`src/rtl/df_seq_o.sv`:
```
// df_seq_o : output-neuron operand sequencer.
//   Snapshots N_IN input words on start, then streams them one per accepted
//   beat over a valid/ready handshake, optionally followed by a constant
//   bias word. A one-cycle done pulse follows acceptance of the last beat.
// Ports:
//   clk        rising-edge clock
//   reset      synchronous, active-low reset
//   start      begin a sweep (sampled only while idle)
//   data_in    flat input bus, channel k at [k*DATA_WIDTH +: DATA_WIDTH]
//   out_ready  downstream accepts the current beat
//   out_valid  out_data/out_idx/out_last hold a valid beat
//   out_data   current operand (register driven)
//   out_idx    beat index: 0..N_IN-1 data, N_IN bias
//   out_last   final beat of the sweep
//   busy       sweep in progress (STREAM or FIN)
//   done       one-cycle pulse after the last beat is accepted
module df_seq_o #(
  parameter int unsigned           DATA_WIDTH = 16,
  parameter int unsigned           N_IN       = 15,
  parameter int unsigned           IDX_W      = 8,
  parameter int unsigned           BIAS_EN    = 1,
  parameter logic [DATA_WIDTH-1:0] BIAS_CONST = 16'h1000
) (
  input  logic                       clk,
  input  logic                       reset,
  input  logic                       start,
  input  logic [N_IN*DATA_WIDTH-1:0] data_in,
  input  logic                       out_ready,
  output logic                       out_valid,
  output logic [DATA_WIDTH-1:0]      out_data,
  output logic [IDX_W-1:0]           out_idx,
  output logic                       out_last,
  output logic                       busy,
  output logic                       done
);

  localparam logic [1:0] ST_IDLE   = 2'd0;
  localparam logic [1:0] ST_STREAM = 2'd1;
  localparam logic [1:0] ST_FIN    = 2'd2;

  localparam int unsigned      LAST     = N_IN - 1 + BIAS_EN;
  localparam logic [IDX_W-1:0] LAST_IDX = IDX_W'(LAST);

  logic [1:0]            state_q, state_d;
  logic [DATA_WIDTH-1:0] snap_q [N_IN];
  logic [DATA_WIDTH-1:0] snap_d [N_IN];
  logic [DATA_WIDTH-1:0] data_q, data_d;
  logic [IDX_W-1:0]      idx_q, idx_d;
  logic                  valid_q, valid_d;
  logic                  last_q, last_d;

  logic [IDX_W-1:0]      nxt_idx;
  logic [DATA_WIDTH-1:0] nxt_word;

  // Word for the beat after the current one; indices past the data
  // channels select the bias constant.
  always_comb begin
    nxt_idx  = idx_q + 1'b1;
    nxt_word = BIAS_CONST;
    for (int unsigned k = 0; k < N_IN; k++) begin
      if (nxt_idx == IDX_W'(k)) nxt_word = snap_q[k];
    end
  end

  always_comb begin
    state_d = state_q;
    snap_d  = snap_q;
    data_d  = data_q;
    idx_d   = idx_q;
    valid_d = valid_q;
    last_d  = last_q;
    case (state_q)
      ST_IDLE: begin
        if (start) begin
          for (int unsigned k = 0; k < N_IN; k++) begin
            snap_d[k] = data_in[k*DATA_WIDTH +: DATA_WIDTH];
          end
          // First beat is loaded straight into the output register in the
          // same edge as the snapshot, so it appears one cycle after start.
          data_d  = data_in[DATA_WIDTH-1:0];
          idx_d   = '0;
          valid_d = 1'b1;
          last_d  = (LAST == 0);
          state_d = ST_STREAM;
        end
      end
      ST_STREAM: begin
        if (valid_q && out_ready) begin
          if (idx_q == LAST_IDX) begin
            valid_d = 1'b0;
            last_d  = 1'b0;
            state_d = ST_FIN;
          end else begin
            idx_d  = nxt_idx;
            data_d = nxt_word;
            last_d = (nxt_idx == LAST_IDX);
          end
        end
      end
      ST_FIN: begin
        state_d = ST_IDLE;
      end
      default: begin
        valid_d = 1'b0;
        last_d  = 1'b0;
        state_d = ST_IDLE;
      end
    endcase
  end

  always_ff @(posedge clk) begin
    if (!reset) begin
      state_q <= ST_IDLE;
      for (int unsigned k = 0; k < N_IN; k++) begin
        snap_q[k] <= '0;
      end
      data_q  <= '0;
      idx_q   <= '0;
      valid_q <= 1'b0;
      last_q  <= 1'b0;
    end else begin
      state_q <= state_d;
      snap_q  <= snap_d;
      data_q  <= data_d;
      idx_q   <= idx_d;
      valid_q <= valid_d;
      last_q  <= last_d;
    end
  end

  assign out_valid = valid_q;
  assign out_data  = data_q;
  assign out_idx   = idx_q;
  assign out_last  = last_q;
  assign busy      = (state_q != ST_IDLE);
  assign done      = (state_q == ST_FIN);

endmodule

```
`config.mk`:
```
export PLATFORM = sky130hd
export DESIGN_NAME = df_seq_o
export DESIGN_NICKNAME = d
export VERILOG_FILES = /design/src/rtl/df_seq_o.sv
export SDC_FILE = /design/constraint.sdc
export NUM_CORES = 1
export LEC_CHECK = 0
export ABC_CLOCK_PERIOD_IN_PS = 3200
export CAP_MARGIN = 20
export CORE_ASPECT_RATIO = 2
export CORE_UTILIZATION = 52
export DETAILED_ROUTE_END_ITERATION = 10
export PLACE_DENSITY = 0.81
export SLEW_MARGIN = 20
export SYNTH_ARGS = -nofsm -noshare
export SYNTH_HDL_FRONTEND = slang
export SYNTH_SLANG_ARGS = --single-unit
```
`constraint.sdc`:
```
create_clock -name clk -period 3.2 [get_ports clk]
set_clock_uncertainty 0.15 [all_clocks]
set_input_delay 0.64 -clock clk [delete_from_list [all_inputs] [get_ports clk]]
set_output_delay 0.64 -clock clk [all_outputs]
set_load 0.02 [all_outputs]
```
# Yosys cells after proc, flatten, opt, wreduce, memory -nomap -nowiden
# Cells that the tools add are included.
word_totals:
  inputBits: 244
  output_inout_bits: 28
  regBits: 268
  word_cells: 89
classes:
  n_addsub: 1
  eq_ne: 22
  bitwise: 1
  n_reduce_logical: 10
  muxes: 35
op_table:
  columns: ["op", "count"]
  rows:
  - ["2-to-1 mux 16 bit", 18]
  - ["equality test 8 x 4 -> 1 bit (second input constant)", 9]
  - ["equality test 8 x 3 -> 1 bit (second input constant)", 4]
  - ["one-hot mux 16 bit (2 select lines)", 1]
  - ["2-to-1 mux 8 bit", 3]
  - ["equality test 8 x 2 -> 1 bit (second input constant)", 2]
  - ["one-hot mux 8 bit (2 select lines)", 1]
  - ["adder 8 x 1 -> 8 bit (second input constant)", 1]
  - ["equality test 8 x 1 -> 1 bit (second input constant)", 1]
  - ["zero test 8 bit", 1]
  - ["!= test 2 bit (second input constant)", 4]
  - ["AND reduction 4 bit", 2]
  - ["2-to-1 mux 1 bit", 6]
  - ["2-to-1 mux 2 bit", 3]
  - ["one-hot mux 1 bit (3 select lines)", 2]
  - ["AND reduction 3 bit", 2]
  - ["one-hot mux 2 bit (2 select lines)", 1]
  - ["nonzero test 2 bit", 2]
  - ["equality test 2 x 1 -> 1 bit (second input constant)", 1]
  - ["equality test 2 bit (second input constant)", 1]
  - ["zero test 2 bit", 1]
  - ["AND reduction 2 bit", 1]
  - ["logical AND 1 bit", 1]
  - ["inverter 1 bit", 1]

# Logic depth before layout (Yosys ltp)
logic_depth:
  word_depth: 20
  depth_mapped: 12
  ltp_nobuf: 10

# Worst setup path before layout
# No wires, ideal clock.
synth_path:
  path_kind: "flip-flop to flip-flop"
  start: "register idx_q[0] (netlist: out_idx[0])"
  end: "register data_q[6] (netlist: out_data[6])"
  n_path_buf: 2
  arrival_time_ns: 2.638
  setup_ns: 0.077
  path_stages_with_launch: 12
  setup_slack_ns: 0.335
  period_less_slack_ns: 2.865
  required_ns: 2.973
  cell_sequence: "dfxtp_1 -> ha_1 -> a311oi_1 -> a31o_1 -> and4_4 -> and3_1 -> buf_2 -> or3_1 -> buf_2 -> nor4b_2 -> a221oi_1 -> a41oi_2"
synth_via:
  elab_chain_cells: 20
  word_cells_on_any_way: 37
  classes_between: "1 x add/sub; 16 x eq/ne; 18 x mux; 2 x reduce/logical"
synth_lines:
  columns: ["item", "line", "source"]
  rows:
  - ["from (decl)", "48", "logic [IDX_W-1:0] idx_q, idx_d;"]
  - ["from (signal assigned)", "125", "idx_q <= idx_d;"]
  - ["adder 8 x 1 -> 8 bit", "58", "nxt_idx = idx_q + 1'b1;"]
  - ["zero test 8 bit", "61", "if (nxt_idx == IDX_W'(k)) nxt_word = snap_q[k];"]
  - ["2-to-1 mux 16 bit (15 in series)", "61", null]
  - ["2-to-1 mux 16 bit", "89", "if (idx_q == LAST_IDX) begin"]
  - ["2-to-1 mux 16 bit", "88", "if (valid_q && out_ready) begin"]
  - ["one-hot mux 16 bit (2 select lines)", "72", "case (state_q)"]
  - ["to (signal assigned)", "124", "data_q <= data_d;"]
  - ["to (decl)", "47", "logic [DATA_WIDTH-1:0] data_q, data_d;"]
# Parallel ways exist; a longest one is shown, timed or not. The select of a mux whose other input is x is not followed.
# A chain may end at the register's enable or synchronous reset.

# Worst setup path after layout
layout_path:
  start: "register idx_q[1] (netlist: out_idx[1])"
  end: "register data_q[6] (netlist: out_data[6])"
# Same word-level chain as after synthesis.

==> metrics.txt <==
# TYPE chip_impl_metric gauge
chip_impl_info{name="outcome",value="complete, no violations"} 1
chip_impl_metric{name="report.final.hold_viol_count",unit=""} 0
chip_impl_metric{name="clock-sinks",unit=""} 268
chip_impl_metric{name="cts.repair_timing.setup_buffer_count",unit=""} 0
chip_impl_info{name="cpMaxStageDelayCell",value="sky130_fd_sc_hd__dfxtp_1"} 1
chip_impl_info{name="most_common_library_cell_in_the_layout_ignoring_fill_and_taps",value="sky130_fd_sc_hd__nand2_1"} 1
chip_impl_info{name="rsz0062_at_grt",value="no"} 1
chip_impl_metric{name="antenna_left",unit=""} 0
chip_impl_metric{name="synth-seq-cells",unit=""} 268
chip_impl_metric{name="synth_enable_flop_cells",unit=""} 0
chip_impl_metric{name="area_growth_from_synthesis_to_final_layout",unit="%"} 32.4
chip_impl_metric{name="clk_transition_reported_paths",unit="ns"} 0.07
chip_impl_metric{name="numPortBuffers",unit=""} 271
chip_impl_metric{name="static-leakage-power",unit="nW"} 6.22
chip_impl_info{name="worstPathCellList",value="ha_1 > and3_1 > a31o_1 > nand4_1 > buf_4 > or3_1 > o211ai_1 > nor4b_2 > buf_4 > a221oi_1 > a41oi_2"} 1
chip_impl_metric{name="grt_antenna_before_repair",unit=""} 1
chip_impl_metric{name="synthArstFlopShare",unit="%"} 0
chip_impl_metric{name="floorplan.die_area",unit="mm2"} 0.0254
chip_impl_metric{name="ys_types",unit=""} 63
chip_impl_metric{name="routed_wirelength",unit="mm"} 47.2
chip_impl_metric{name="first_global_vias",unit=""} 12900
chip_impl_metric{name="grt_remaining_overflow",unit=""} 0
chip_impl_metric{name="post_synth.cell_area_avg",unit="um2"} 7.55
chip_impl_metric{name="postSynthNetCount",unit=""} 1956
chip_impl_metric{name="final.setup.tns",unit="ns"} 0
chip_impl_metric{name="cts_resized",unit=""} 0
chip_impl_info{name="hold_path_class",value="register to register"} 1
chip_impl_metric{name="ys_warn_count",unit=""} 0
chip_impl_metric{name="drt_pass1_iterations",unit=""} 6
chip_impl_info{name="final_cell_mix",value="sky130_fd_sc_hd__nand2_1 (544), sky130_fd_sc_hd__clkdlybuf4s50_1 (270), sky130_fd_sc_hd__dfxtp_1 (268), sky130_fd_sc_hd__a21boi_0 (248), sky130_fd_sc_hd__a21oi_1 (86)"} 1
chip_impl_metric{name="worst_ir_drop_vdd",unit="V"} 0.000462
chip_impl_metric{name="timing_max_transition_violations_final",unit=""} 0
chip_impl_metric{name="insertion_delay",unit="ns"} 0.54
chip_impl_metric{name="drive_gt1_share",unit="%"} 7.26
chip_impl_info{name="timing.critical_path.from_type",value="register"} 1
chip_impl_info{name="crit_type",value="register to register"} 1
chip_impl_metric{name="core_area",unit="mm2"} 0.0244
chip_impl_metric{name="post_synth_instance_area",unit="mm2"} 0.0129
chip_impl_metric{name="critical_path.max_fanout",unit=""} 13
chip_impl_info{name="tritoncts",value="yes"} 1
chip_impl_metric{name="fin_hold_ws",unit="ns"} 0.312
chip_impl_metric{name="critical-path-max-stage-delay",unit="ns"} 0.47
chip_impl_metric{name="dieWidth",unit="um"} 113
chip_impl_metric{name="detail_route.iter0.violations",unit=""} 1089
chip_impl_metric{name="synthCells",unit=""} 1707
chip_impl_metric{name="period_needed",unit="ns"} 3.04
chip_impl_metric{name="arrival",unit="ns"} 3.31
chip_impl_metric{name="cts-hold-fix-buffers",unit=""} 0
chip_impl_metric{name="global_route.usage.total",unit="%"} 37.1
chip_impl_metric{name="design.final.nets",unit=""} 2189
chip_impl_info{name="cts_root_buffer",value="sky130_fd_sc_hd__clkbuf_16"} 1
chip_impl_metric{name="ioPinCount",unit=""} 272
chip_impl_metric{name="slew_headroom",unit="%"} 50.4
chip_impl_metric{name="fraction_of_the_yosys_area_taken_by_sequential_cells",unit="%"} 41.6
chip_impl_info{name="biggest_area_consumer_among_synthesized_cells",value="sky130_fd_sc_hd__dfxtp_1"} 1
chip_impl_metric{name="tritoncts.num_buffers",unit=""} 24
chip_impl_metric{name="vias_per_cell",unit=""} 5.76
chip_impl_metric{name="setup_viol_count_final",unit=""} 0
chip_impl_metric{name="place.gp.congestion",unit=""} 1.05
chip_impl_metric{name="required",unit="ns"} 3.47
chip_impl_metric{name="detailed_place_hpwl",unit="mm"} 35.6
chip_impl_metric{name="wire_per_inst",unit="um"} 20.6
chip_impl_metric{name="total_power",unit="mW"} 8.03
chip_impl_metric{name="vias",unit=""} 13200
chip_impl_info{name="crit_path_end_kind",value="register"} 1
chip_impl_metric{name="largest_net_degree_at_the_start_of_global_routing",unit=""} 114
chip_impl_metric{name="drc_errors",unit=""} 0
chip_impl_metric{name="clock_path_buffers",unit=""} 3
chip_impl_metric{name="start_util",unit="%"} 52.7
chip_impl_metric{name="wire_length_of_the_first_global_routing_pass",unit="mm"} 71.4
chip_impl_metric{name="max_freq",unit="MHz"} 329
chip_impl_metric{name="netlist.area_leader.share",unit="%"} 41.6
chip_impl_info{name="synthTopCellsByArea",value="sky130_fd_sc_hd__dfxtp_1 (42%), sky130_fd_sc_hd__nand2_1 (16%), sky130_fd_sc_hd__a21boi_0 (14%)"} 1
chip_impl_info{name="cpMostUsedCell",value="sky130_fd_sc_hd__buf_4"} 1
chip_impl_metric{name="vertical_die_dimension",unit="um"} 225
chip_impl_metric{name="htree_num_levels",unit=""} 1
chip_impl_metric{name="period_share",unit="%"} 95.0
chip_impl_metric{name="rows",unit=""} 81
chip_impl_metric{name="tightest_slew",unit="ns"} 0.744
chip_impl_info{name="primary_flip_flop_cell_chosen_by_synthesis_mapping",value="sky130_fd_sc_hd__dfxtp_1"} 1
chip_impl_metric{name="max_cap_viol_count",unit=""} 0
chip_impl_metric{name="power.density",unit="mW/mm2"} 471
cell type report:
| type | instances | area (um2) |
|---|---|---|
| Timing Repair Buffer | 354 | 3470 |
| Fill cell | 2019 | 7370 |
| Antenna cell | 1 | 2.50 |
| Clock inverter | 6 | 95.1 |
| Tap cell | 332 | 415 |
| Multi-Input combinational cell | 1268 | 6910 |
| Inverter | 24 | 90.1 |
| Clock buffer | 36 | 707 |
| Sequential cell | 268 | 5370 |
synthesized netlist by cell type (7+ instances only):
cell / number
sky130_fd_sc_hd__nand2_1: 545
sky130_fd_sc_hd__dfxtp_1: 268
sky130_fd_sc_hd__a21boi_0: 248
sky130_fd_sc_hd__clkbuf_1: 123
sky130_fd_sc_hd__a21oi_1: 86
sky130_fd_sc_hd__o21ai_0: 67
sky130_fd_sc_hd__nor2_1: 48
sky130_fd_sc_hd__nand3_1: 29
sky130_fd_sc_hd__o22ai_1: 24
sky130_fd_sc_hd__inv_1: 23
sky130_fd_sc_hd__nand3b_1: 17
sky130_fd_sc_hd__o221ai_1: 16
sky130_fd_sc_hd__a211oi_1: 15
sky130_fd_sc_hd__a22oi_1: 14
sky130_fd_sc_hd__a221oi_1: 13
sky130_fd_sc_hd__buf_1: 13
sky130_fd_sc_hd__nor3_1: 13
sky130_fd_sc_hd__o211ai_1: 13
sky130_fd_sc_hd__buf_2: 10
sky130_fd_sc_hd__nor2b_1: 10
sky130_fd_sc_hd__and3_1: 9
sky130_fd_sc_hd__a221o_1: 8
sky130_fd_sc_hd__and2_1: 7
flip-flops by register name, indices dropped and copies added (netlist names):
register and count:
snap_q 240, out_data 16, out_idx 8, state_q 2, out_last 1, out_valid 1
power by group:
part,leakage (nW),internal [mW],switching (mW)
logic,3.63,0.644,0.695
registers,2.20,3.55,0.163
clock network,0.392,1.69,1.29
total,6.22,5.89,2.14
worst paths after layout:
| kind | cells past startpoint | startpoint | endpoint | slack [ns] |
|---|---|---|---|---|
| max | 11 | out_idx[1] | out_data[6] | 0.16 |
| min | 2 | snap_q[79] | snap_q[79] | 0.31 |
| max reg2reg | 11 | out_idx[1] | out_data[6] | 0.16 |
| min reg2reg | 2 | snap_q[79] | snap_q[79] | 0.31 |
per-layer routing:
metal  vias up  global-route usage [%]  share of wire (%)
met5         -                       0                  0
met4         0                    28.7                8.4
met3       181                    4.39                5.6
met2       590                    68.1                 52
met1      6096                    37.5                 34
li1       6308                       -                  -
cells by family after synthesis:
| group | share of synthesized area [%] |
|---|---|
| AND/OR/NAND/NOR | 23.0 |
| buffers and inverters | 5.11 |
| XOR/XNOR | 0.0680 |
| flip-flops | 41.6 |
| adder cells (fa/ha/maj) | 0.486 |
| AO/OA/AOI/OAI | 29.7 |
metrics by stage:
stage	worst slack [ns]	utilization [%]	instance area [um2]	cells
final	0.158	69.8	17100	2289
after global routing	0.0482	69.8	17100	2289
after CTS	0.111	69.8	17000	2288
after detailed placement	0.109	66.5	16200	2246
after global placement	0.0778	66.5	16200	2246
after floorplan	0.335	-	12900	1707
worst max-delay path: cells and delay by family, from the launching register on:
kind                     cells  cell delay (ns)
AO/OA/AOI/OAI                4             0.80
adder cells (fa/ha/maj)      1             0.25
buffers and inverters        2             0.40
flip-flops                   1             0.47
AND/OR/NAND/NOR              4             0.86
No activity file was read; power rests on OpenSTA's default activity.
